[config.mk]
export PLATFORM = sky130hd
export DESIGN_NAME = mem_port_arbiter_flat
export DESIGN_NICKNAME = d
export VERILOG_FILES = /design/src/rtl/mem_port_arbiter_pkg.sv /design/src/rtl/mem_port_arbiter_if.sv /design/src/rtl/mem_arb_timer.sv /design/src/rtl/mem_port_arbiter.sv /design/src/flat_wrapper.sv
export SDC_FILE = /design/constraint.sdc
export NUM_CORES = 1
export LEC_CHECK = 0
export CORE_UTILIZATION = 42
export CTS_CLUSTER_DIAMETER = 150
export CTS_CLUSTER_SIZE = 24
export DETAILED_ROUTE_END_ITERATION = 6
export PLACE_DENSITY = 0.85
export SYNTH_ARGS = -nofsm -noshare
export SYNTH_HDL_FRONTEND = slang
export SYNTH_SLANG_ARGS = --single-unit
[constraint.sdc]
create_clock -name clk -period 5.3 [get_ports clk]
set_input_delay 0.795 -clock clk [delete_from_list [all_inputs] [get_ports clk]]
set_output_delay 0.795 -clock clk [all_outputs]
set_load 0.02 [all_outputs]
[src/rtl/mem_port_arbiter_pkg.sv]
`default_nettype none
// +----------------------------------------------------------------------------+
// | Module  : mem_port_arbiter_pkg                                              |
// | Purpose : Shared types and constants for the unified memory port arbiter:  |
// |           arbiter state encoding, abort word, fetch byte-enable and the    |
// |           fixed-priority winner selection helper.                          |
// | Ports   : none (package)                                                   |
// | Rev     : 1.0  initial release                                             |
// +----------------------------------------------------------------------------+
package mem_port_arbiter_pkg;

  typedef enum logic [1:0] {
    ARB_IDLE   = 2'd0,
    ARB_BUSY_I = 2'd1,
    ARB_BUSY_D = 2'd2
  } arb_state_e;

  // Returned to the owner of an access that the watchdog aborted.
  localparam logic [31:0] c_ABORT_WORD = 32'hDEAD_BEEF;
  // Fetches are always full-word reads.
  localparam logic [3:0]  c_FETCH_BE   = 4'b1111;

  // Data side wins unless the fairness logic forces a fetch through.
  function automatic arb_state_e arb_pick(input logic d_req,
                                          input logic if_req,
                                          input logic force_if);
    if (d_req && !force_if) return ARB_BUSY_D;
    else if (if_req)        return ARB_BUSY_I;
    else                    return ARB_IDLE;
  endfunction

endpackage
`default_nettype wire

[src/rtl/mem_port_arbiter_if.sv]
`default_nettype none
// +----------------------------------------------------------------------------+
// | Module  : mem_port_arbiter_if                                               |
// | Purpose : Bundles the fetch requester, data requester and memory port      |
// |           signals of the arbiter.                                          |
// | Modports: slave  - arbiter view (requests/memory response in, grants,      |
// |                    valids and memory command out)                          |
// |           master - environment view (requesters plus memory storage)       |
// | Rev     : 1.0  initial release                                             |
// +----------------------------------------------------------------------------+
interface mem_port_arbiter_if #(
  parameter int AW = 32,
  parameter int DW = 32
);
  // fetch requester
  logic          if_req;
  logic [AW-1:0] if_addr;
  logic          if_gnt;
  logic          if_valid;
  logic [DW-1:0] if_rdata;
  // data requester
  logic          d_req;
  logic          d_we;
  logic [3:0]    d_be;
  logic [AW-1:0] d_addr;
  logic [DW-1:0] d_wdata;
  logic          d_gnt;
  logic          d_valid;
  logic [DW-1:0] d_rdata;
  // memory port
  logic          mem_req;
  logic          mem_we;
  logic [3:0]    mem_be;
  logic [AW-1:0] mem_addr;
  logic [DW-1:0] mem_wdata;
  logic          mem_ready;
  logic [DW-1:0] mem_rdata;
  // status
  logic          err;

  modport slave (
    input  if_req, if_addr, d_req, d_we, d_be, d_addr, d_wdata, mem_ready, mem_rdata,
    output if_gnt, if_valid, if_rdata, d_gnt, d_valid, d_rdata,
           mem_req, mem_we, mem_be, mem_addr, mem_wdata, err
  );

  modport master (
    output if_req, if_addr, d_req, d_we, d_be, d_addr, d_wdata, mem_ready, mem_rdata,
    input  if_gnt, if_valid, if_rdata, d_gnt, d_valid, d_rdata,
           mem_req, mem_we, mem_be, mem_addr, mem_wdata, err
  );
endinterface
`default_nettype wire

[src/rtl/mem_arb_timer.sv]
`default_nettype none
// +----------------------------------------------------------------------------+
// | Module  : mem_arb_timer                                                     |
// | Purpose : 8-bit watchdog counting cycles spent waiting on mem_ready.       |
// | Ports   : clk, reset (async, active-high)                                  |
// |           clr_i     - restart count (new grant)                            |
// |           en_i      - a busy cycle without mem_ready                       |
// |           expired_o - this waiting cycle is the TIMEOUT-th one             |
// | Rev     : 1.0  initial release                                             |
// +----------------------------------------------------------------------------+
module mem_arb_timer #(
  parameter int TIMEOUT = 255
) (
  input  logic clk,
  input  logic reset,
  input  logic clr_i,
  input  logic en_i,
  output logic expired_o
);

  logic [7:0] cnt_q, cnt_d;

  always_comb begin
    cnt_d = cnt_q;
    if (clr_i)     cnt_d = '0;
    else if (en_i) cnt_d = cnt_q + 8'd1;
  end

  always_ff @(posedge clk or posedge reset) begin
    if (reset) cnt_q <= '0;
    else       cnt_q <= cnt_d;
  end

  // cnt_q holds the number of waiting cycles already elapsed, so the edge that
  // closes waiting cycle number TIMEOUT sees TIMEOUT-1 here.
  assign expired_o = en_i && (cnt_q == 8'(TIMEOUT - 1));

endmodule
`default_nettype wire

[src/rtl/mem_port_arbiter.sv]
`default_nettype none
// +----------------------------------------------------------------------------+
// | Module  : mem_port_arbiter                                                  |
// | Purpose : Shares one memory port between instruction fetch (IF) and        |
// |           load/store (D). Fixed D-over-IF priority, registered outputs,    |
// |           zero-bubble back-to-back grants and a mem_ready watchdog.        |
// | Ports   : clk, reset (async, active-high)                                  |
// |           bus - mem_port_arbiter_if.slave (requesters + memory port + err) |
// | Config  : MEM_ARB_FAIRNESS_EN - after MAX_DBURST consecutive D grants      |
// |           while IF waits, the next arbitration goes to IF.                 |
// | Rev     : 1.0  initial release                                             |
// +----------------------------------------------------------------------------+
module mem_port_arbiter
  import mem_port_arbiter_pkg::*;
#(
  parameter int AW         = 32,
  parameter int DW         = 32,
  parameter int TIMEOUT    = 255,
  parameter int MAX_DBURST = 4
) (
  input  logic                clk,
  input  logic                reset,
  mem_port_arbiter_if.slave   bus
);

  arb_state_e    state_q, state_d, pick;
  logic          if_gnt_q, if_gnt_d, if_valid_q, if_valid_d;
  logic          d_gnt_q, d_gnt_d, d_valid_q, d_valid_d;
  logic [DW-1:0] if_rdata_q, if_rdata_d, d_rdata_q, d_rdata_d;
  logic          mem_req_q, mem_req_d, mem_we_q, mem_we_d;
  logic [3:0]    mem_be_q, mem_be_d;
  logic [AW-1:0] mem_addr_q, mem_addr_d;
  logic [DW-1:0] mem_wdata_q, mem_wdata_d;
  logic          err_q, err_d;
  logic          arb_en, force_if, tmr_expired;

  mem_arb_timer #(.TIMEOUT(TIMEOUT)) u_timer (
    .clk       (clk),
    .reset     (reset),
    .clr_i     (if_gnt_d | d_gnt_d),
    .en_i      ((state_q != ARB_IDLE) && !bus.mem_ready),
    .expired_o (tmr_expired)
  );

`ifdef MEM_ARB_FAIRNESS_EN
  logic [2:0] dburst_q, dburst_d;

  assign force_if = bus.if_req && (int'(dburst_q) >= MAX_DBURST);

  // Counts D grants that overtook a waiting fetch.
  always_comb begin
    dburst_d = dburst_q;
    if (!bus.if_req || if_gnt_d) dburst_d = '0;
    else if (d_gnt_d)            dburst_d = dburst_q + 3'd1;
  end

  always_ff @(posedge clk or posedge reset) begin
    if (reset) dburst_q <= '0;
    else       dburst_q <= dburst_d;
  end
`else
  logic unused_max_dburst;
  assign force_if          = 1'b0;
  assign unused_max_dburst = ^MAX_DBURST;
`endif

  always_comb begin
    state_d     = state_q;
    if_gnt_d    = 1'b0;
    d_gnt_d     = 1'b0;
    if_valid_d  = 1'b0;
    d_valid_d   = 1'b0;
    if_rdata_d  = if_rdata_q;
    d_rdata_d   = d_rdata_q;
    mem_req_d   = mem_req_q;
    mem_we_d    = mem_we_q;
    mem_be_d    = mem_be_q;
    mem_addr_d  = mem_addr_q;
    mem_wdata_d = mem_wdata_q;
    err_d       = err_q;
    arb_en      = 1'b0;
    pick        = ARB_IDLE;

    case (state_q)
      ARB_IDLE: arb_en = 1'b1;
      ARB_BUSY_I, ARB_BUSY_D: begin
        // mem_ready is checked first so a completion on the expiry cycle wins.
        if (bus.mem_ready) begin
          arb_en    = 1'b1;
          mem_req_d = 1'b0;
          if (state_q == ARB_BUSY_D) begin
            d_valid_d = 1'b1;
            d_rdata_d = mem_we_q ? '0 : bus.mem_rdata;
          end else begin
            if_valid_d = 1'b1;
            if_rdata_d = bus.mem_rdata;
          end
        end else if (tmr_expired) begin
          mem_req_d = 1'b0;
          err_d     = 1'b1;
          state_d   = ARB_IDLE;
          if (state_q == ARB_BUSY_D) begin
            d_valid_d = 1'b1;
            d_rdata_d = DW'(c_ABORT_WORD);
          end else begin
            if_valid_d = 1'b1;
            if_rdata_d = DW'(c_ABORT_WORD);
          end
        end
      end
      default: state_d = ARB_IDLE;
    endcase

    // Arbitration on the completion edge lets the next access start without
    // an idle cycle on mem_req.
    if (arb_en) begin
      pick    = arb_pick(bus.d_req, bus.if_req, force_if);
      state_d = pick;
      case (pick)
        ARB_BUSY_D: begin
          d_gnt_d     = 1'b1;
          mem_req_d   = 1'b1;
          mem_we_d    = bus.d_we;
          mem_be_d    = bus.d_be;
          mem_addr_d  = bus.d_addr;
          mem_wdata_d = bus.d_wdata;
        end
        ARB_BUSY_I: begin
          if_gnt_d    = 1'b1;
          mem_req_d   = 1'b1;
          mem_we_d    = 1'b0;
          mem_be_d    = c_FETCH_BE;
          mem_addr_d  = bus.if_addr;
          mem_wdata_d = '0;
        end
        default: ;
      endcase
    end
  end

  always_ff @(posedge clk or posedge reset) begin
    if (reset) begin
      state_q     <= ARB_IDLE;
      if_gnt_q    <= 1'b0;
      d_gnt_q     <= 1'b0;
      if_valid_q  <= 1'b0;
      d_valid_q   <= 1'b0;
      if_rdata_q  <= '0;
      d_rdata_q   <= '0;
      mem_req_q   <= 1'b0;
      mem_we_q    <= 1'b0;
      mem_be_q    <= '0;
      mem_addr_q  <= '0;
      mem_wdata_q <= '0;
      err_q       <= 1'b0;
    end else begin
      state_q     <= state_d;
      if_gnt_q    <= if_gnt_d;
      d_gnt_q     <= d_gnt_d;
      if_valid_q  <= if_valid_d;
      d_valid_q   <= d_valid_d;
      if_rdata_q  <= if_rdata_d;
      d_rdata_q   <= d_rdata_d;
      mem_req_q   <= mem_req_d;
      mem_we_q    <= mem_we_d;
      mem_be_q    <= mem_be_d;
      mem_addr_q  <= mem_addr_d;
      mem_wdata_q <= mem_wdata_d;
      err_q       <= err_d;
    end
  end

  assign bus.if_gnt    = if_gnt_q;
  assign bus.if_valid  = if_valid_q;
  assign bus.if_rdata  = if_rdata_q;
  assign bus.d_gnt     = d_gnt_q;
  assign bus.d_valid   = d_valid_q;
  assign bus.d_rdata   = d_rdata_q;
  assign bus.mem_req   = mem_req_q;
  assign bus.mem_we    = mem_we_q;
  assign bus.mem_be    = mem_be_q;
  assign bus.mem_addr  = mem_addr_q;
  assign bus.mem_wdata = mem_wdata_q;
  assign bus.err       = err_q;

endmodule
`default_nettype wire

[src/flat_wrapper.sv]
// flat-port wrapper written by rule: the top's interface ports become plain ports
module mem_port_arbiter_flat import mem_port_arbiter_pkg::*;
#(
  parameter int AW         = 32,
  parameter int DW         = 32,
  parameter int TIMEOUT    = 255,
  parameter int MAX_DBURST = 4
)
  (clk, reset, bus_if_req, bus_if_addr, bus_d_req, bus_d_we, bus_d_be, bus_d_addr, bus_d_wdata, bus_mem_ready, bus_mem_rdata, bus_if_gnt, bus_if_valid, bus_if_rdata, bus_d_gnt, bus_d_valid, bus_d_rdata, bus_mem_req, bus_mem_we, bus_mem_be, bus_mem_addr, bus_mem_wdata, bus_err);
  mem_port_arbiter_if #(.AW(AW), .DW(DW)) bus_i ();
  input  logic clk;
  input  logic reset;
  input wire logic [$bits(bus_i.if_req)-1:0] bus_if_req;
  input wire logic [$bits(bus_i.if_addr)-1:0] bus_if_addr;
  input wire logic [$bits(bus_i.d_req)-1:0] bus_d_req;
  input wire logic [$bits(bus_i.d_we)-1:0] bus_d_we;
  input wire logic [$bits(bus_i.d_be)-1:0] bus_d_be;
  input wire logic [$bits(bus_i.d_addr)-1:0] bus_d_addr;
  input wire logic [$bits(bus_i.d_wdata)-1:0] bus_d_wdata;
  input wire logic [$bits(bus_i.mem_ready)-1:0] bus_mem_ready;
  input wire logic [$bits(bus_i.mem_rdata)-1:0] bus_mem_rdata;
  output wire logic [$bits(bus_i.if_gnt)-1:0] bus_if_gnt;
  output wire logic [$bits(bus_i.if_valid)-1:0] bus_if_valid;
  output wire logic [$bits(bus_i.if_rdata)-1:0] bus_if_rdata;
  output wire logic [$bits(bus_i.d_gnt)-1:0] bus_d_gnt;
  output wire logic [$bits(bus_i.d_valid)-1:0] bus_d_valid;
  output wire logic [$bits(bus_i.d_rdata)-1:0] bus_d_rdata;
  output wire logic [$bits(bus_i.mem_req)-1:0] bus_mem_req;
  output wire logic [$bits(bus_i.mem_we)-1:0] bus_mem_we;
  output wire logic [$bits(bus_i.mem_be)-1:0] bus_mem_be;
  output wire logic [$bits(bus_i.mem_addr)-1:0] bus_mem_addr;
  output wire logic [$bits(bus_i.mem_wdata)-1:0] bus_mem_wdata;
  output wire logic [$bits(bus_i.err)-1:0] bus_err;
  assign bus_i.if_req = bus_if_req;
  assign bus_i.if_addr = bus_if_addr;
  assign bus_i.d_req = bus_d_req;
  assign bus_i.d_we = bus_d_we;
  assign bus_i.d_be = bus_d_be;
  assign bus_i.d_addr = bus_d_addr;
  assign bus_i.d_wdata = bus_d_wdata;
  assign bus_i.mem_ready = bus_mem_ready;
  assign bus_i.mem_rdata = bus_mem_rdata;
  assign bus_if_gnt = bus_i.if_gnt;
  assign bus_if_valid = bus_i.if_valid;
  assign bus_if_rdata = bus_i.if_rdata;
  assign bus_d_gnt = bus_i.d_gnt;
  assign bus_d_valid = bus_i.d_valid;
  assign bus_d_rdata = bus_i.d_rdata;
  assign bus_mem_req = bus_i.mem_req;
  assign bus_mem_we = bus_i.mem_we;
  assign bus_mem_be = bus_i.mem_be;
  assign bus_mem_addr = bus_i.mem_addr;
  assign bus_mem_wdata = bus_i.mem_wdata;
  assign bus_err = bus_i.err;
  mem_port_arbiter #(.AW(AW), .DW(DW), .TIMEOUT(TIMEOUT), .MAX_DBURST(MAX_DBURST)) u_core (.clk(clk), .reset(reset), .bus(bus_i));
endmodule
# Word level (Yosys, flattened, before mapping)
# Index checks and enable logic that the tools add are counted.
[totals] regBits=149 elab_cells=82 out_inout_bits=139 in_bits=138
[classes] n_addsub=1 eq_ne=8 bitwise=3 muxes=41 n_reduce_logical=15
[op_table] operator="$mux 32" n=9
[op_table] operator="$pmux 32 s2" n=2
[op_table] operator="$mux 1" n=19
[op_table] operator="$mux 8" n=2
[op_table] operator="$reduce_and 3->1" n=4
[op_table] operator="$mux 2" n=5
[op_table] operator="$add 8x1->8 const B" n=1
[op_table] operator="$eq 8x8->1 const B" n=1
[op_table] operator="$pmux 4 s2" n=1
[op_table] operator="$reduce_bool 2->1" n=4
[op_table] operator="$eq 2x1->1 const B" n=2
[op_table] operator="$eq 2x2->1 const B" n=2
[op_table] operator="$pmux 1 s2" n=2
[op_table] operator="$pmux 2 s2" n=1
[op_table] operator="$reduce_or 2->1" n=2
[op_table] operator="$ne 3x1->1 const B" n=1
[op_table] operator="$ne 3x2->1 const B" n=1
[op_table] operator="$logic_and 1x1->1" n=2
[op_table] operator="$logic_not 2->1" n=1
[op_table] operator="$ne 2x1->1 const B" n=1
[op_table] operator="$not 1->1" n=2
[op_table] operator="$reduce_and 2->1" n=1
[op_table] operator="$logic_not 1->1" n=1
[op_table] operator="$or 1x1->1" n=1

# Logic depth before layout (Yosys ltp)
# Gate-level depths: netlist of the first run.
[logic_depth] depth_word=9 mapped_depth=9

# By module
# Synthesis of the first run repeated with hierarchy kept, for this count alone.
[hier_totals] cells_unflattened=539 hier_area_um2=6356.1
[by_module_without_submodules] module="mem_port_arbiter" cells_each=497 area_each_um2=5936.9 seq_area_each_um2=3528.4 n_inst=1
[by_module_without_submodules] module="mem_arb_timer" cells_each=42 area_each_um2=419.2 seq_area_each_um2=200.2 n_inst=1

# Worst setup path after synthesis of the first run
# No wires, ideal clock.
[synth_timing] path_type="flip-flop to flip-flop" from="reg u_core.state_q[1]" to="reg u_core.if_rdata_q[10], in the netlist u_core.bus.if_rdata[10]" slack_ns=3.509 n_path_buf=3 setup_ns=0.121 t_arrival_ns=1.670 stages_incl_launch_ff=9 period_less_slack_ns=1.791 required_ns=5.179 cell_sequence="dfrtp_1 -> inv_1 -> ha_1 -> buf_6 -> nand2_1 -> or2_2 -> clkbuf_1 -> clkbuf_1 -> o22a_1"
[synth_between] elab_chain_cells=5 elab_cells_between_ends=9 cone_classes="eq/ne (2); bitwise (1); reduce/logical (6)"
[synth_rtl] item="from (decl)" line_no="mem_port_arbiter.sv:26" source="arb_state_e state_q, state_d, pick;"
[synth_rtl] item="from (signal assigned)" line_no="mem_port_arbiter.sv:157" source="state_q <= state_d;"
[synth_rtl] item="$reduce_bool 2->1" line_no="mem_port_arbiter.sv:41" source=".en_i ((state_q != ARB_IDLE) && !bus.mem_ready),"
[synth_rtl] item="$logic_and 1x1->1" line_no="mem_port_arbiter.sv:41"
[synth_rtl] item="$logic_and 1x1->1" line_no="mem_arb_timer.sv:36" source="assign expired_o = en_i && (cnt_q == 8'(TIMEOUT - 1));"
[synth_rtl] item="$reduce_bool 2->1 (no source line)"
[synth_rtl] item="$reduce_and 3->1 (no source line) (*)"
[synth_rtl] item="to (signal assigned)" line_no="mem_port_arbiter.sv:162" source="if_rdata_q <= if_rdata_d;"
[synth_rtl] item="to (decl)" line_no="mem_port_arbiter.sv:29" source="logic [DW-1:0] if_rdata_q, if_rdata_d, d_rdata_q, d_rdata_d;"
# Every way passes the cells marked *; elsewhere a longest branch is shown, timed or not.
# A chain may end at the register's enable or synchronous reset.

# Worst setup path after layout of the first run
[layout_timing] from="reg u_core.mem_we_q, in the netlist u_core.bus.mem_we" to="out bus_mem_we"
[layout_lines] item="from (decl)" line_no="mem_port_arbiter.sv:30" source="logic mem_req_q, mem_req_d, mem_we_q, mem_we_d;"
[layout_lines] item="from (signal assigned)" line_no="mem_port_arbiter.sv:165" source="mem_we_q <= mem_we_d;"
[layout_lines] item="to (decl)" line_no="flat_wrapper.sv:29" source="output wire logic [$bits(bus_i.mem_we)-1:0] bus_mem_we;"
# No word-level cell between the ends.

==> results of run 1 <==
Yosys cell counts:
cell,instances
a21oi_1,32
nand3_1,2
xnor2_1,1
and4_4,1
and2_1,1
a32o_1,1
inv_4,1
nand2b_1,24
a21oi_2,1
a41o_4,1
a2bb2oi_1,5
nand3_4,1
clkbuf_1,11
nor3_2,1
nor2b_1,3
inv_2,1
a2bb2oi_2,19
nand3b_4,1
o22a_1,28
and2_2,1
inv_6,1
a31oi_1,1
or2_2,1
mux2i_1,32
nor2_1,45
buf_6,3
a22o_2,8
o21ai_1,1
a22o_1,41
buf_2,17
a21o_1,2
nand2_1,4
dfrtp_1,149
nand4_1,3
inv_1,5
ha_1,5
a41o_1,1
xor2_1,6
a211oi_1,1
and3_2,2
buf_12,2
and3_1,2
layer usage:
| layer | up-vias | track usage, % |
|---|---|---|
| li1 | 2237 | - |
| met5 | - | 0 |
| met3 | 19 | 7.15 |
| met4 | 0 | 7.15 |
| met1 | 2369 | 26.7 |
| met2 | 207 | 37.9 |
sequential cells by signal, indices dropped and copies added, names as in the netlist:
name                  flops
u_core.u_timer.cnt_q      8
u_core.state_q            2
u_core.bus.mem_we         1
u_core.bus.mem_req        1
u_core.bus.if_rdata      32
u_core.bus.if_valid       1
u_core.bus.mem_addr      32
u_core.bus.mem_be         4
u_core.bus.d_gnt          1
u_core.bus.err            1
u_core.bus.d_rdata       32
u_core.bus.mem_wdata     32
u_core.bus.d_valid        1
u_core.bus.if_gnt         1
logic make-up after synthesis:
kind of cell             after synthesis  share of synthesized area [%]
multiplexers                          32                           5.20
XOR/XNOR                               7                          0.996
buffers and inverters                 41                           3.86
flip-flops                           149                           60.6
adder cells (fa/ha/maj)                5                           1.02
AND/OR/NAND/NOR                       92                           7.93
AO/OA/AOI/OAI                        142                           20.4
worst register-to-register path: stages, from the launching register on:
cell and delay, ns:
dfrtp_1 0.39, inv_1 0.09, ha_1 0.51, a21oi_2 0.15
nor3_4 0.33, buf_4 0.60, nor2_1 0.14, a21oi_1 0.16
final cells by class:
class	count	share of cell area [%]
flip-flops and latches	149	39.1
repair buffers	280	29.3
multi-input cells	278	23.1
clock buffers	17	4.46
well taps	180	2.36
clock inverters	15	1.23
inverters	8	0.446
final timing paths:
check | endpoint | slack [ns] | cells past startpoint
max | bus_mem_we | 2.49 | 1
min | u_core.bus.if_rdata[13] | 0.49 | 1
min in group asynchronous | u_core.bus.if_valid | 0.97 | 2
min reg2reg | u_core.bus.if_rdata[13] | 0.49 | 1
max reg2reg | u_core.bus.mem_addr[4] | 2.87 | 7
max in group asynchronous | u_core.bus.d_rdata[0] | 3.22 | 3
through the flow:
stage / area (µm²) / hold slack (ns) / util (%) / power (µW) / setup WS [ns]
6_report: 9540 / 0.488 / 67.7 / 6180 / 2.49
5_1_grt: 9540 / 0.506 / 67.7 / 6500 / 2.40
4_1_cts: 9540 / 0.491 / 67.7 / 6240 / 2.51
3_5_place_dp: 9000 / 0.477 / 63.8 / 5100 / 2.41
3_3_place_gp: 9000 / 0.458 / 63.8 / 5000 / 2.52
2_1_floorplan: 6160 / 0.478 / - / 3680 / 0.497
power by group:
group | total, µW | switching (µW) | leakage (µW) | internal [µW]
logic | 3030 | 1520 | 0.00199 | 1510
clock network | 1110 | 503 | 0.000265 | 609
registers | 2040 | 361 | 0.00177 | 1680
total | 6180 | 2380 | 0.00402 | 3800
==> results.toml, run 1 <==
[synthesis]
avgSynthCellArea_um2 = 13.2
ys_warn_count = 0
ys_seq_elements = 149
ys_top_cells_by_area = "dfrtp_1 (61%), a22o_1 (5.8%), mux2i_1 (5.2%)"
post-synth-top-area-cell = "dfrtp_1"
synth_nets = 611
yosysUniqueCellTypes = 42
syn_inst = 468
ys_seq_area_share_pct = 60.6
netlist_area_um2 = 6160
synth_top_area_share_pct = 60.6

[setup_path]
worstPathArrival_ns = 2.01
crit_required_ns = 4.51
crit_family = "flip-flops"
reg2reg_from = "u_core.state_q[0]"
cp_slowest_cell = "dfrtp_1"
max_stage_delay_ns = 0.86
crit_chain = "clkdlybuf4s50_1"
cp-startpoint = "u_core.bus.mem_we"
cp_max_fo = 27
worstSetupStartpointType = "flip-flop"
cp_num_buf_inv = 1
crit_path_end_kind = "output pin"
critPathKind = "flip-flop to output pin"

[route]
post_drt_wl_per_cell_um = 17.6
dr.pass1.iters = 7
wl_met3_mm = 1.21
vias_per_cell = 5.21
wl_met2_mm = 8.38
drt-met1-wl_mm = 6.52
drtIter0Drc = 324
maxUsedRoutingLayer = "met4"
routed-via-count = 4832
postRouteAntennaNets = 0
drc = 0
routed_wl_mm = 16.3

[clocking]
cts_buffer_depth = 2
clk_latency_ns = 0.42
clock_sinks = 149
clkSlewWorstSetupHoldPaths_ns = 0.07
ctsResizeCount = 0
cts_buffers = 17
h-tree-depth = 4
cts_tree = "done"
postCtsHoldBufs = 0
post-cts-setup-buffers = 0
cts_root_buf = "clkbuf_16"

[floorplanning]
boundaryPins = 277
die_y_um = 123
dieArea_um2 = 15100
dieWidth_um = 123
coreArea_um2 = 14100
rows = 43
start_util_pct = 43.7

[finish]
diodes = 0
fillCellCount = 984
finalNonFillerCells = 927
nets = 877
mostFrequentLayoutCell = "clkdlybuf4s50_1"
drive_above_1_share_pct = 10.6
syn2layout_area_growth_pct = 55.0
regArea_um2 = 3730
layout_common_cells = "clkdlybuf4s50_1 (276), dfrtp_1 (149), nor2_1 (45)"
multi_input_area_um2 = 2210

[placement]
port_buffers = 276
hpwlAfterDp_mm = 11.8
gp_congestion = 0.794
dp_cells = 895

[sta]
tightest_slew_ns = 1.16
min_period_ns = 2.81
maxSlewViolCount = 0
min_period_over_period_pct = 53.0
fin_skew_ns = 0.00749
hold_viol_final = 0
slew_headroom_pct = 22.3
timing.fmax_mhz = 356
tns_ns = 0
rsz0062_at_grt = "no"
finalSetupViolations = 0

[grt]
grt_pass1_vias = 4962
antenna_found_initial = 0
grt_pass1_wl_mm = 25.4
grt_usage_pct = 22.2
grt_max_degree = 116
overflow = 0

[pwr]
cellLeakagePower_uw = 0.00402
ir_drop_mv = 0.514
power.density_nw_per_um2 = 648

[min_path]
hp-class = "flip-flop to flip-flop"
hold_start = "u_core.bus.if_rdata[13]"

[job]
cap_violations = 0

[run_status]
status = "finished clean"
No activity file was read; power rests on OpenSTA's default activity.
==> run 2: changes to the inputs <==
CORE_UTILIZATION = 38   (was 42)
PLACE_DENSITY = 0.81   (was 0.85)
clock period = 2.36 ns   (was 5.3 ns; I/O delays follow)
==> run 2 against run 1 <==
Net effect: worst hold slack worse by 0.049 ns; register-to-register slack got worse by 2.7 ns; critical path depth increased by 7; final area grew 1.7%; sequential power increased by 120%; count of clock-buffer cells in the layout grew 5; sequential share of layout area is 0.66 points lower; total power increased by 130%; wire length is 2.4% higher; clock skew grew 0.0021 ns; critical endpoint is now u_core.bus.mem_wdata[25]; via count is 0.23% lower.
==> results.toml, run 2 (synthesis results as in run 1) <==
[placement]
pre_cts_slack_ns = 0.128
gp_congestion = 0.777
hpwlAfterDp_mm = 12.3
port_buffers = 276

[grt]
grt_max_degree = 122
grt_pass1_vias = 4970
grt_usage_pct = 20.6
overflow = 0
grt_pass1_wl_mm = 26.2
antenna_found_initial = 0

[route]
post_drt_wl_per_cell_um = 17.3
postRouteAntennaNets = 0
routed-via-count = 4821
drc = 0
routed_wl_mm = 16.7
drtIter0Drc = 252
vias_per_cell = 4.98
dr.pass1.iters = 4

[pwr]
combinationalPowerShare_pct = 49.3
switching_share_pct = 37.4
switching_power_uw = 5270
cellLeakagePower_uw = 0.00407
clockPowerShare_pct = 18.5
p_seq_share_pct = 32.2
ir_drop_mv = 1.05
p_int_uw = 8810
power.density_nw_per_um2 = 1450

[finish]
fillCellCount = 1198
diodes = 0
layout_common_cells = "clkdlybuf4s50_1 (276), dfrtp_1 (149), nor2_1 (45)"
mostFrequentLayoutCell = "clkdlybuf4s50_1"
multi_input_area_um2 = 2210
syn2layout_area_growth_pct = 57.6
drive_above_1_share_pct = 11.2
regArea_um2 = 3730
nets = 883

[setup_path]
cp_max_fo = 30
crit_path_end_kind = "flip-flop"
worstPathArrival_ns = 2.50
worstSetupStartpointType = "flip-flop"
critPathKind = "flip-flop to flip-flop"
crit_required_ns = 2.71

[sta]
timing.fmax_mhz = 465
hold_viol_final = 0
min_period_ns = 2.15
finalSetupViolations = 0
fin_skew_ns = 0.00958
tns_ns = 0
tightest_slew_ns = 0.623
slew_headroom_pct = 58.5
hold_ws_ns = 0.439
maxSlewViolCount = 0
min_period_over_period_pct = 91.2
rsz0062_at_grt = "no"
setup_ws_ns = 0.207

[clocking]
clkSlewWorstSetupHoldPaths_ns = 0.06
cts_buffers = 17
h-tree-depth = 4
cts_root_buf = "clkbuf_16"
post-cts-setup-buffers = 0
clk_latency_ns = 0.41
clock_sinks = 149
cts_tree = "done"
cts_buffer_depth = 2

[floorplanning]
boundaryPins = 277
coreArea_um2 = 15800
start_util_pct = 38.9
dieArea_um2 = 16700
dieWidth_um = 129
rows = 46
die_y_um = 129

[min_path]
hp-class = "input port to asynchronous set/reset pin"

[job]
cap_violations = 0

[run_status]
status = "finished clean"
==> run 2: cell count changes in the layout (fill, tap and decap cells not counted), sizes merged <==
| cell | before | now |
|---|---|---|
| buf | 4 | 10 |
| bufinv | 0 | 1 |
| clkbuf | 17 | 22 |
| clkinv | 4 | 2 |
| clkinvlp | 3 | 4 |
| inv | 16 | 10 |
==> run 2: area by class of cell <==
type / count / share of cell area [%]
sequential: 149 / 38.4
timing repair buffer: 286 / 29.6
multi-input combinational: 278 / 22.8
clock buffer: 22 / 4.99
tap: 216 / 2.79
clock inverter: 9 / 0.954
inverter: 8 / 0.426
==> run 2: worst max-delay path: stages, from the launching register on <==
cell and delay (ns):
dfrtp_1 0.40, inv_1 0.06, ha_2 0.45, a21oi_2 0.12, nor2_1 0.21, nand2_1 0.19, inv_2 0.15, buf_4 0.31
a22o_1 0.19
==> run 2: worst paths after layout <==
check	from	slack, ns	cells after the start	end
min reg2reg	u_core.bus.if_rdata[6]	0.49	1	u_core.bus.if_rdata[6]
min	reset	0.44	3	u_core.bus.mem_wdata[15]
max in group asynchronous	reset	1.37	3	u_core.bus.mem_addr[0]
max	u_core.state_q[1]	0.21	8	u_core.bus.mem_wdata[25]
max reg2reg	u_core.state_q[1]	0.21	8	u_core.bus.mem_wdata[25]
min in group clk	u_core.bus.if_rdata[6]	0.49	1	u_core.bus.if_rdata[6]
==> run 2: metrics by stage <==
| stage | std cells | power (µW) | cell area [µm²] | util (%) |
|---|---|---|---|---|
| finish | 968 | 14100 | 9700 | 61.3 |
| CTS | 968 | 14200 | 9700 | 61.3 |
| global route | 968 | 14900 | 9700 | 61.3 |
| floorplan | 468 | 8270 | 6160 | - |
| global placement | 937 | 11300 | 9120 | 57.6 |
| detailed placement | 937 | 11500 | 9120 | 57.6 |
==> run 2: power by group through the flow <==
| stage | Clock (µW) | Sequential [µW] | Combinational [µW] |
|---|---|---|---|
| 2_1_floorplan | 0 | 5890 | 2380 |
| 3_3_place_gp | 0 | 4500 | 6800 |
| 3_5_place_dp | 0 | 4540 | 7000 |
| 4_1_cts | 2670 | 4540 | 7000 |
| 5_1_grt | 2810 | 4680 | 7390 |
| 6_report | 2610 | 4530 | 6940 |
==> run 2: layer usage <==
metal | part of all wire, % | track usage (%)
met1 | 39 | 24.2
met2 | 51 | 34.5
met3 | 7.6 | 7.10
met4 | 2.2 | 8.44
met5 | 0 | 0
==> run 2: timing repair <==
action	CTS	global route
setup endpoints to repair	0	18
gates resized for setup	0	1
hold buffers	0	0
==> run 3: changes to the inputs <==
CORE_ASPECT_RATIO = 0.5   (was default)
==> run 3 against run 2 <==
Net effect: worst setup slack got worse by 0.065 ns; sequential share of layout area decreased by 0.099 points; worst hold slack got worse by 0.031 ns; register-to-register slack got worse by 0.07 ns; core utilization increased by 1.0 points; non-clock buffer count decreased by 1; highest routed layer unchanged; maximum frequency decreased by 2.9%; total power increased by 1.3%; clock skew increased by 0.0034 ns; final cell count decreased by 1.2%; final area increased by 0.26%; wire length increased by 0.13%.
==> results.toml, run 3 (synthesis results as in run 1) <==
[placement]
hpwlAfterDp_mm = 11.8
gp_congestion = 0.783
port_buffers = 276
pre_cts_slack_ns = 0.186
dpl-instance-area_um2 = 9130

[finish]
nets = 882
finalCoreUtilization_pct = 62.3
fin_area_um2 = 9730
syn2layout_area_growth_pct = 58.0
diodes = 0
multi_input_area_um2 = 2210
mostFrequentLayoutCell = "clkdlybuf4s50_1"
layout_common_cells = "clkdlybuf4s50_1 (276), dfrtp_1 (149), nor2_1 (45)"
fillCellCount = 1192
drive_above_1_share_pct = 10.8
regArea_um2 = 3730

[setup_path]
max_stage_delay_ns = 0.50
worstSetupStartpointType = "flip-flop"
r2r_end = "u_core.bus.mem_wdata[26]"
worstPathArrival_ns = 2.55
cp_num_buf_inv = 2
crit_family = "buffers and inverters"
cp_slowest_cell = "ha_1"
crit_path_end_kind = "flip-flop"
timing.reg2reg.setup_slack_ns = 0.14
rr_worst_depth = 7
crit_required_ns = 2.70
reg2reg_from = "u_core.state_q[1]"
crit_chain = "inv_1 -> ha_1 -> a21oi_2 -> nor2_1 -> nand2_1 -> inv_2 -> a22o_1"
cp_max_fo = 35
critPathKind = "flip-flop to flip-flop"

[route]
vias_per_cell = 4.98
dr.pass1.iters = 4
post_drt_wl_per_cell_um = 17.5
routed-via-count = 4762
postRouteAntennaNets = 0
drc = 0
drtIter0Drc = 179
routed_wl_mm = 16.8

[floorplanning]
dieArea_um2 = 16700
die_y_um = 92
dieWidth_um = 182
start_util_pct = 39.4
boundaryPins = 277
rows = 32
coreArea_um2 = 15600

[grt]
grt_pass1_vias = 5064
antenna_found_initial = 0
grt_usage_pct = 20.6
overflow = 0
grt_pass1_wl_mm = 26.8
grt_max_degree = 82

[clocking]
ctsResizeCount = 0
h-tree-depth = 4
postCtsHoldBufs = 0
clkSlewWorstSetupHoldPaths_ns = 0.06
cts_buffer_depth = 2
clk_latency_ns = 0.42
cts_root_buf = "clkbuf_16"
cts_tree = "done"
clock_sinks = 149
cts_buffers = 17
post-cts-setup-buffers = 0

[pwr]
combinationalPowerShare_pct = 49.2
cellLeakagePower_uw = 0.00408
p_int_uw = 8950
clockPowerShare_pct = 19.3
switching_power_uw = 5310
ir_drop_mv = 0.585
power.density_nw_per_um2 = 1470
switching_share_pct = 37.2
p_seq_share_pct = 31.5

[sta]
timing.fmax_mhz = 451
hold_viol_final = 0
hold_ws_ns = 0.408
finalSetupViolations = 0
slew_headroom_pct = 59.1
min_period_over_period_pct = 94.0
fin_skew_ns = 0.0130
tightest_slew_ns = 0.612
tns_ns = 0
maxSlewViolCount = 0
setup_ws_ns = 0.142
min_period_ns = 2.22
rsz0062_at_grt = "no"

[job]
cap_violations = 0

[run_status]
status = "finished clean"

[min_path]
hp-class = "input port to asynchronous set/reset pin"
==> run 3: worst max-delay path by stage <==
stage | start | to | cells past startpoint
3_5_place_dp | u_core.state_q[1] | u_core.bus.mem_wdata[4] | 7
6_report | u_core.state_q[1] | u_core.bus.mem_wdata[26] | 7
3_3_place_gp | u_core.state_q[1] | u_core.bus.mem_we | 7
5_1_grt | u_core.state_q[0] | u_core.bus.mem_wdata[26] | 7
2_1_floorplan | reset | u_core.bus.d_gnt | 1
4_1_cts | u_core.state_q[1] | u_core.bus.mem_wdata[26] | 7
==> run 3: layer usage <==
layer / global-route usage [%] / vias to the layer above / share of wire [%]
li1: - / 2258 / -
met1: 24.8 / 2387 / 42
met2: 37.5 / 97 / 54
met3: 3.61 / 20 / 2.7
met4: 7.07 / 0 / 1.5
met5: 0 / - / 0
==> run 3: cell type report <==
cell class | instances | area share [%]
flip-flops and latches | 149 | 38.3
well taps | 204 | 2.62
multi-input cells | 278 | 22.7
clock buffers | 21 | 4.63
inverters | 8 | 0.424
clock inverters | 11 | 1.56
repair buffers | 285 | 29.7
==> run 3: power groups by stage <==
stage / logic, µW / clock network, µW / registers, µW
floorplan: 2380 / 0 / 5890
global placement: 6910 / 0 / 4470
CTS: 7070 / 2820 / 4490
global route: 7420 / 2960 / 4640
finish: 7010 / 2760 / 4490
detailed placement: 7060 / 0 / 4500
==> run 3: per-stage QoR <==
step | power (µW) | instances
floorplan | 8270 | 468
CTS | 14400 | 956
global placement | 11400 | 924
detailed placement | 11600 | 924
global route | 15000 | 956
finish | 14300 | 956
==> run 3: tightest hold or removal path: stages <==
cell             delay (ns)
clkdlybuf4s50_1        0.44
clkinvlp_4             0.13
buf_12                 0.30
